`config.mk`:
```
export PLATFORM = sky130hd
export DESIGN_NAME = branch_resolve_queue
export DESIGN_NICKNAME = d
export VERILOG_FILES = /design/src/rtl/branch_resolve_queue_pkg.sv /design/src/rtl/brq_fifo.sv /design/src/rtl/branch_resolve_queue.sv
export SDC_FILE = /design/constraint.sdc
export NUM_CORES = 1
export LEC_CHECK = 0
export CORE_UTILIZATION = 30
export DETAILED_ROUTE_END_ITERATION = 8
export PLACE_DENSITY = 0.55
export SLEW_MARGIN = 20
export SYNTH_ARGS = -nofsm -noshare
export SYNTH_HDL_FRONTEND = slang
export SYNTH_SLANG_ARGS = --single-unit
```
`constraint.sdc`:
```
create_clock -name clk -period 5.7 [get_ports clk]
set_input_delay 1.425 -clock clk [delete_from_list [all_inputs] [get_ports clk]]
set_output_delay 1.425 -clock clk [all_outputs]
set_load 0.01 [all_outputs]
```
`src/rtl/branch_resolve_queue_pkg.sv`:
```
// Shared types for the branch resolve queue: LC-3b word, queue entry, and the
// prediction-vs-outcome compare used at resolve time.
package branch_resolve_queue_pkg;

  typedef logic [15:0] lc3b_word;

  typedef struct packed {
    lc3b_word pc;
    logic     hit;
    lc3b_word target;
  } brq_entry_t;

  localparam lc3b_word PC_STEP = 16'd2;

  // Wrong direction, or right direction (taken) but wrong target.
  function automatic logic is_mispredict(input brq_entry_t e, input logic taken,
                                         input lc3b_word tgt);
    return (e.hit != taken) | (e.hit & taken & (e.target != tgt));
  endfunction

endpackage

```
`src/rtl/brq_fifo.sv`:
```
// In-order store of fetch-time predictions. clear wins over push/pop and
// empties the queue in one edge; pointers wrap naturally at DEPTH.
module brq_fifo
  import branch_resolve_queue_pkg::*;
#(
  parameter int unsigned DEPTH = 4
) (
  input  logic                       clk,
  input  logic                       rst_n,
  input  logic                       push,
  input  brq_entry_t                 din,
  input  logic                       pop,
  input  logic                       clear,
  output brq_entry_t                 dout,
  output logic                       full,
  output logic                       empty,
  output logic [$clog2(DEPTH):0]     count
);

  localparam int unsigned AW = $clog2(DEPTH);
  localparam int unsigned CW = AW + 1;
  localparam logic [CW-1:0] FULL_CNT = CW'(DEPTH);

  brq_entry_t      mem_q [DEPTH];
  logic [AW-1:0]   wr_ptr_q, wr_ptr_d;
  logic [AW-1:0]   rd_ptr_q, rd_ptr_d;
  logic [CW-1:0]   count_q, count_d;
  logic            push_eff, pop_eff;

  assign full     = (count_q == FULL_CNT);
  assign empty    = (count_q == '0);
  assign count    = count_q;
  assign dout     = mem_q[rd_ptr_q];
  assign push_eff = push & ~full & ~clear;
  assign pop_eff  = pop & ~empty & ~clear;

  // Next pointer/count values; clear returns everything to the reset state.
  always_comb begin
    wr_ptr_d = wr_ptr_q;
    rd_ptr_d = rd_ptr_q;
    count_d  = count_q;
    if (clear) begin
      wr_ptr_d = '0;
      rd_ptr_d = '0;
      count_d  = '0;
    end else begin
      if (push_eff) wr_ptr_d = wr_ptr_q + 1'b1;
      if (pop_eff)  rd_ptr_d = rd_ptr_q + 1'b1;
      count_d = count_q + CW'(push_eff) - CW'(pop_eff);
    end
  end

  // Pointer and occupancy registers.
  always_ff @(posedge clk or negedge rst_n) begin
    if (!rst_n) begin
      wr_ptr_q <= '0;
      rd_ptr_q <= '0;
      count_q  <= '0;
    end else begin
      wr_ptr_q <= wr_ptr_d;
      rd_ptr_q <= rd_ptr_d;
      count_q  <= count_d;
    end
  end

  // Entry storage; contents are only meaningful between rd and wr pointers.
  always_ff @(posedge clk) begin
    if (push_eff) mem_q[wr_ptr_q] <= din;
  end

endmodule

```
`src/rtl/branch_resolve_queue.sv`:
```
// Branch resolve queue: holds fetch-time BTB predictions in order, compares
// the head against the execute outcome, and drives the BTB update port and a
// mispredict redirect one cycle after the resolving edge.
// Optional build macro: BRQ_STATS_EN adds saturating resolve/mispredict counters.
module branch_resolve_queue
  import branch_resolve_queue_pkg::*;
#(
  parameter int unsigned DEPTH = 4
) (
  input  logic        clk,
  input  logic        rst_n,
  input  logic        pred_valid,
  input  logic [15:0] pred_pc,
  input  logic        pred_hit,
  input  logic [15:0] pred_target,
  output logic        pred_ready,
  input  logic        res_valid,
  input  logic        res_taken,
  input  logic [15:0] res_target,
  output logic [15:0] resolved_lookup_pc,
  output logic [15:0] resolved_predicted_pc,
  output logic        check_target,
  output logic        mispredict,
  output logic [15:0] redirect_pc,
  output logic        underflow_err
`ifdef BRQ_STATS_EN
  ,
  output logic [15:0] stat_resolved,
  output logic [15:0] stat_mispredict
`endif
);

  localparam int unsigned CW = $clog2(DEPTH) + 1;
  localparam logic [CW-1:0] FULL_CNT = CW'(DEPTH);

  brq_entry_t    enq_entry, head;
  logic          fifo_full, fifo_empty;
  logic [CW-1:0] fifo_count;
  logic          do_push, do_pop, mispredict_d;

  lc3b_word lookup_pc_q, lookup_pc_d;
  lc3b_word predicted_pc_q, predicted_pc_d;
  lc3b_word redirect_q, redirect_d;
  logic     check_target_q, check_target_d;
  logic     mispredict_q;
  logic     underflow_q, underflow_d;

  assign enq_entry = '{pc: pred_pc, hit: pred_hit, target: pred_target};
  assign pred_ready = (fifo_count != FULL_CNT);
  assign do_push    = pred_valid & ~fifo_full;
  assign do_pop     = res_valid & ~fifo_empty;

  brq_fifo #(.DEPTH(DEPTH)) u_fifo (
    .clk   (clk),
    .rst_n (rst_n),
    .push  (do_push),
    .din   (enq_entry),
    .pop   (do_pop),
    .clear (mispredict_d),
    .dout  (head),
    .full  (fifo_full),
    .empty (fifo_empty),
    .count (fifo_count)
  );

  // Resolve evaluation: strobes default low, pc/target outputs hold until the next pop.
  always_comb begin
    mispredict_d   = 1'b0;
    check_target_d = 1'b0;
    lookup_pc_d    = lookup_pc_q;
    predicted_pc_d = predicted_pc_q;
    redirect_d     = redirect_q;
    underflow_d    = underflow_q | (res_valid & fifo_empty);
    if (do_pop) begin
      mispredict_d   = is_mispredict(head, res_taken, res_target);
      check_target_d = res_taken;
      lookup_pc_d    = head.pc;
      predicted_pc_d = res_target;
      redirect_d     = res_taken ? res_target : head.pc + PC_STEP;
    end
  end

  // Registered BTB-update / redirect outputs and sticky underflow flag.
  always_ff @(posedge clk or negedge rst_n) begin
    if (!rst_n) begin
      lookup_pc_q    <= '0;
      predicted_pc_q <= '0;
      redirect_q     <= '0;
      check_target_q <= 1'b0;
      mispredict_q   <= 1'b0;
      underflow_q    <= 1'b0;
    end else begin
      lookup_pc_q    <= lookup_pc_d;
      predicted_pc_q <= predicted_pc_d;
      redirect_q     <= redirect_d;
      check_target_q <= check_target_d;
      mispredict_q   <= mispredict_d;
      underflow_q    <= underflow_d;
    end
  end

  assign resolved_lookup_pc    = lookup_pc_q;
  assign resolved_predicted_pc = predicted_pc_q;
  assign redirect_pc           = redirect_q;
  assign check_target          = check_target_q;
  assign mispredict            = mispredict_q;
  assign underflow_err         = underflow_q;

`ifdef BRQ_STATS_EN
  logic [15:0] stat_res_q, stat_res_d;
  logic [15:0] stat_mis_q, stat_mis_d;

  // Saturating event counters.
  always_comb begin
    stat_res_d = stat_res_q;
    stat_mis_d = stat_mis_q;
    if (do_pop && stat_res_q != '1)       stat_res_d = stat_res_q + 16'd1;
    if (mispredict_d && stat_mis_q != '1) stat_mis_d = stat_mis_q + 16'd1;
  end

  // Counter registers.
  always_ff @(posedge clk or negedge rst_n) begin
    if (!rst_n) begin
      stat_res_q <= '0;
      stat_mis_q <= '0;
    end else begin
      stat_res_q <= stat_res_d;
      stat_mis_q <= stat_mis_d;
    end
  end

  assign stat_resolved   = stat_res_q;
  assign stat_mispredict = stat_mis_q;
`endif

endmodule

```
# Yosys cells after proc, flatten, opt, wreduce, memory -nomap -nowiden
# Memory sizes are Yosys's and may differ from the RTL's.
# Index checks and enable logic that the tools add are counted.
op_classes:
  add_sub_neg: 5
  n_eq_ne: 4
  muxes: 10
  bitwise: 14
  n_reduce_logical: 3
op_table:
  columns: ["cell", "n"]
  rows:
  - ["$add A16 B2 Y16 const B", 1]
  - ["$mux W16", 1]
  - ["$ne A16 B16 Y1", 1]
  - ["$and A1 B1 Y1", 9]
  - ["$mux W2", 4]
  - ["$add A2 B1 Y2 const B", 2]
  - ["$mux W1", 4]
  - ["$reduce_bool A2 Y1", 2]
  - ["$add A3 B1 Y3", 1]
  - ["$eq A3 B3 Y1 const B", 1]
  - ["$logic_not A3 Y1", 1]
  - ["$mux W3", 1]
  - ["$ne A3 B3 Y1 const B", 1]
  - ["$not A1 Y1", 3]
  - ["$sub A3 B1 Y3", 1]
  - ["$or A1 B1 Y1", 2]
  - ["$ne A1 B1 Y1", 1]
totals:
  ff_bits: 58
  mem_bits_rw: 132
  input_bits: 54
  output_inout_bits: 52
  word_cells: 46
  memories: 1
memory_table:
  columns: ["memory", "depth", "word_bits", "rd", "rd_ports_with_merged_regs", "wr", "line_no", "rtl"]
  rows:
  - ["u_fifo.mem_q", 4, 33, 1, 0, 1, "brq_fifo.sv:24", "brq_entry_t mem_q [DEPTH];"]

# Logic depth before layout (Yosys ltp)
# An unclocked memory read counts as a cell.
logic_depth:
  depth_word: 10
  ltp_mapped: 17
  mapped_depth_nobuf: 13

# Modules after synthesis
# From an unflattened synthesis, not the netlist that was laid out.
hier_totals:
  hier_cells: 500
  area_unflattened_um2: 7783.7
by_module_without_submodules:
  columns: ["mod", "instances", "cells_each", "area_per_inst_um2", "seq_area_each_um2"]
  rows:
  - ["brq_fifo", 1, 220, 5280.1, 4139.0]
  - ["branch_resolve_queue", 1, 280, 2503.7, 1276.2]

# Worst setup path after synthesis
# No wires, ideal clock.
synth_timing:
  kind: "input-to-reg"
  start: "in res_target[0]"
  end: "mem u_fifo.mem_q[0][0] in the netlist's numbering, enable pin"
  setup_ns: 0.469
  t_arrival_ns: 4.597
  t_required_ns: 5.231
  path_slack_ns: 0.634
  stages: 5
  path_buffers: 1
  cell_sequence: "xor2_1 -> nor4_1 -> nand4_1 -> buf_2 -> o21ai_0"
synth_via:
  elab_chain_len: 8
synth_rtl:
  columns: ["element", "line_no", "rtl"]
  rows:
  - ["from (decl)", "branch_resolve_queue.sv:19", "input logic [15:0] res_target,"]
  - ["$ne A16 B16 Y1", "branch_resolve_queue_pkg.sv:18", "return (e.hit != taken) | (e.hit & taken & (e.target != tgt));"]
  - ["$and A1 B1 Y1", "branch_resolve_queue_pkg.sv:18", null]
  - ["$or A1 B1 Y1", "branch_resolve_queue_pkg.sv:18", null]
  - ["$mux W1", "branch_resolve_queue.sv:74", "if (do_pop) begin"]
  - ["$not A1 Y1", "brq_fifo.sv:34", "assign push_eff = push & ~full & ~clear;"]
  - ["$and A1 B1 Y1", "brq_fifo.sv:34", null]
  - ["$mux W1", "brq_fifo.sv:68", "if (push_eff) mem_q[wr_ptr_q] <= din;"]
  - ["$mux W1 (implied by the code)", "brq_fifo.sv:68", null]
  - ["to (decl)", "brq_fifo.sv:24", null]
# No other way between the ends.

# Worst setup path in the final report
layout_timing:
  start: "in res_target[6]"
  end: "reg u_fifo.count_q[2] (netlist: u_fifo.count[2])"
layout_via:
  elab_chain_len: 9
  elab_cells_between_ends: 10
  classes_between: "2 x add/sub; 1 x eq/ne; 2 x mux; 5 x bitwise"
layout_rtl:
  columns: ["element", "line_no", "rtl"]
  rows:
  - ["$ne A16 B16 Y1 *", "branch_resolve_queue_pkg.sv:18", null]
  - ["$and A1 B1 Y1 *", "branch_resolve_queue_pkg.sv:18", null]
  - ["$or A1 B1 Y1 *", "branch_resolve_queue_pkg.sv:18", null]
  - ["$mux W1 *", "branch_resolve_queue.sv:74", null]
  - ["$not A1 Y1", "brq_fifo.sv:34, brq_fifo.sv:35", null]
  - ["$and A1 B1 Y1", "brq_fifo.sv:34", null]
  - ["$add A3 B1 Y3", "brq_fifo.sv:49", "count_d = count_q + CW'(push_eff) - CW'(pop_eff);"]
  - ["$sub A3 B1 Y3", "brq_fifo.sv:49", null]
  - ["$mux W3 *", "brq_fifo.sv:42", "if (clear) begin"]
  - ["via u_fifo.count_d[2]", "brq_fifo.sv:27", "logic [CW-1:0] count_q, count_d;"]
  - ["to (signal assigned)", "brq_fifo.sv:62", "count_q <= count_d;"]
  - ["to (decl)", "brq_fifo.sv:27", null]
# Mark *: on every way through the listed nets, which the timed path passes. The rest lies on a longest branch.
# A chain may end at the register's enable or synchronous reset.

==> results.py <==
metrics = {
    "power_and_ir_drop": {
        "power_density_nw_per_um2": 515,
        "clockPowerShare_pct": 25.3,
        "vdd_drop_max_v": 0.000230,
        "p_comb_share_pct": 34.6,
        "cell_internal_pwr_w": 0.00345,
        "seq_power_share_pct": 40.1,
        "p_leak_nw": 3.63,
        "switching_share_pct": 32.4,
        "switchingPower_w": 0.00166,
    },
    "floorplanning": {
        "fp.dieArea_um2": 26800,
        "start_util_pct": 30.8,
        "io_pins": 106,
        "die_h_um": 164,
        "rows": 58,
        "coreArea_um2": 25400,
        "die_w_um": 164,
    },
    "placed_design": {
        "dp_slack_ns": 1.04,
        "gp_congestion": 0.769,
        "dp_cells": 938,
        "dpl.hpwl_um": 13100,
        "portBuffers": 105,
    },
    "clock_network": {
        "clock_path_buffers": 2,
        "tritoncts": "done",
        "cts_setup_buffers": 0,
        "cts_sinks": 190,
        "path_clk_slew_ns": 0.07,
        "cts-buffers-inserted": 17,
        "htree_levels": 4,
        "post_cts_resized": 0,
        "cts_hold_buffers": 0,
        "cts_root_buf": "clkbuf_16",
        "clk_latency_ns": 0.43,
    },
    "layout": {
        "layout.cells.non_filler": 971,
        "layout.nets": 690,
        "final_common_cell": "edfxtp_1",
        "syn_to_final_growth_pct": 26.7,
        "final_cell_mix": "edfxtp_1 (132), nand2_1 (113), clkdlybuf4s50_1 (104)",
        "fin_util_pct": 39.1,
        "drive_above_1_share_pct": 12.0,
    },
    "timing": {
        "setup_tns_ns": 0,
        "slew_viol_final": 0,
        "skew_ns": 0.0157,
        "hold_violations": 0,
        "fin_crit_ns": 4.22,
        "fmax_mhz": 237,
        "whs_ns": 0.476,
        "fin_crit_sh_pct": 74.0,
        "tightest_slew_ns": 0.910,
        "rsz0062_at_grt": "no",
        "relSlewSlack_pct": 39.2,
        "setup_ws_ns": 1.48,
        "setup_viol": 0,
    },
    "logic_synthesis": {
        "synthCells": 518,
        "synth_edf_count": 132,
        "yosysTopAreaCell": "edfxtp_1",
        "ys_top_cells_by_area": "edfxtp_1 (51%), dfrtp_1 (19%), mux4_2 (6.9%)",
        "syn_nets": 581,
        "synthArstFlopShare_pct": 30.5,
        "synth_ff_type": "edfxtp_1",
        "synth.distinct_cells": 37,
        "ys_warn_count": 0,
        "avgSynthCellArea_um2": 15.1,
        "synth_area_um2": 7830,
        "netlist.area_leader.share_pct": 50.6,
        "ys_seq_area_share_pct": 69.2,
        "ys_seq_elements": 190,
    },
    "routing": {
        "via_per_inst": 4.74,
        "antenna_left": 0,
        "first_pass_iters": 4,
        "wire_per_inst_um": 19.5,
        "drt-initial-drc-count": 271,
        "vias": 4600,
        "drcViolationCount": 0,
        "wl_um": 19000,
    },
    "worst_setup_path": {
        "ff2ff_path_depth": 14,
        "crit_arrival_ns": 4.55,
        "crit_fanout": 14,
        "worst_setup_path_end_kind": "flip-flop",
        "crit_path_start_kind": "input pin",
        "slowest_stage": "clkdlybuf4s50_1",
        "max_stage_delay_ns": 0.48,
        "crit_required_ns": 6.03,
        "path_class": "input pin to flip-flop",
        "worstPathCellList": "clkdlybuf4s50_1, xor2_1, nor4_1, nand4_1, buf_4, a211oi_1, ha_1, inv_1, ha_1, inv_1, fa_1, xor2_1, xnor2_1, a311oi_1",
    },
    "grt": {
        "grt_pass1_wl_um": 28700,
        "grt_max_degree": 59,
        "grt_overflow": 0,
        "antenna_found_initial": 0,
        "first_global_vias": 4731,
        "grt_util_all_layers_pct": 14.9,
    },
    "flow_run": {
        "cap_viol_max_count": 0,
    },
    "min_path": {
        "hold_class": "flip-flop to flip-flop",
        "holdPathStages": 2,
    },
    "status": {
        "outcome": "completed",
    },
}
==> critical path, delay by kind of cell <==
family / cells / cell delay [ns]
fa+ha+maj: 3 / 0.77
simple gates: 2 / 0.60
buf+inv: 4 / 0.82
xor+xnor: 3 / 0.49
compound gates: 2 / 0.45
==> flip-flops by register name (all words and copies together), names as in the netlist <==
| register | flops |
|---|---|
| redirect_pc | 16 |
| u_fifo.mem_q | 132 |
| resolved_predicted_pc | 16 |
| u_fifo.wr_ptr_q | 2 |
| resolved_lookup_pc | 16 |
| u_fifo.rd_ptr_q | 2 |
| underflow_err | 1 |
| check_target | 1 |
| u_fifo.count | 3 |
| mispredict | 1 |
==> power by group through the flow <==
stage / Sequential, W / Clock, W / Combinational, W
final: 0.00205 / 0.00129 / 0.00177
after global routing: 0.00210 / 0.00137 / 0.00194
after CTS: 0.00206 / 0.00132 / 0.00181
after detailed placement: 0.00208 / 0 / 0.00180
after global placement: 0.00207 / 0 / 0.00178
after floorplan: 0.00209 / 0 / 0.000979
==> stage by stage <==
stage	power, W	instance area, um^2
final	0.00511	9920
after global routing	0.00540	9920
after CTS	0.00519	9920
after detailed placement	0.00389	9280
after global placement	0.00385	9280
after floorplan	0.00307	7830
==> area by class of cell <==
class,count,area [um^2]
Clock inverter,13,209
Sequential cell,190,5420
Fill cell,2358,15500
Antenna cell,1,2.50
Clock buffer,19,433
Multi-Input combinational cell,292,2280
Inverter,9,33.8
Timing Repair Buffer,117,1140
Tap cell,330,413
==> path summary, 6_finish.rpt <==
kind | from | to | slack (ns)
max in group asynchronous | rst_n | u_fifo.rd_ptr_q[0] | 3.93
setup / recovery | res_target[6] | u_fifo.count[2] | 1.48
hold / removal | resolved_lookup_pc[5] | resolved_lookup_pc[5] | 0.48
min in group asynchronous | rst_n | redirect_pc[12] | 1.18
hold reg to reg | resolved_lookup_pc[5] | resolved_lookup_pc[5] | 0.48
setup reg to reg | u_fifo.rd_ptr_q[0] | u_fifo.count[2] | 1.55
==> synthesized netlist by cell type (8+ instances only) <==
cell / number
edfxtp_1: 132
mux4_1: 9
mux2i_1: 8
dfrtp_1: 58
nand3_1: 12
o21ai_0: 19
inv_1: 9
and3_1: 8
ha_1: 8
xnor2_1: 11
nor2_1: 9
a21oi_1: 9
mux4_2: 24
clkbuf_1: 15
xor2_1: 19
nand2_1: 113
==> kinds of logic (layout without fill, tap and decap cells) <==
| kind of cell | count (synthesis) | in the layout | synth area share (%) |
|---|---|---|---|
| AOI/OAI and AO/OA | 40 | 40 | 3.04 |
| and+or+nand+nor | 172 | 172 | 9.75 |
| xor gates and xnor gates | 30 | 30 | 3.36 |
| buffers and inverters | 36 | 158 | 2.22 |
| other | 0 | 1 | 0 |
| adders and majority gates | 9 | 9 | 1.53 |
| DFF | 190 | 190 | 69.2 |
| muxes | 41 | 41 | 10.9 |
==> per-layer routing <==
metal / track usage (%) / up-vias / part of all wire (%)
li1: - / 2133 / -
met1: 19.4 / 2345 / 44
met2: 24.7 / 109 / 49
met3: 3.28 / 13 / 5.2
met4: 4.29 / 0 / 1.1
met5: 0 / - / 0
Note: power is estimated with default switching activity, not from simulation.
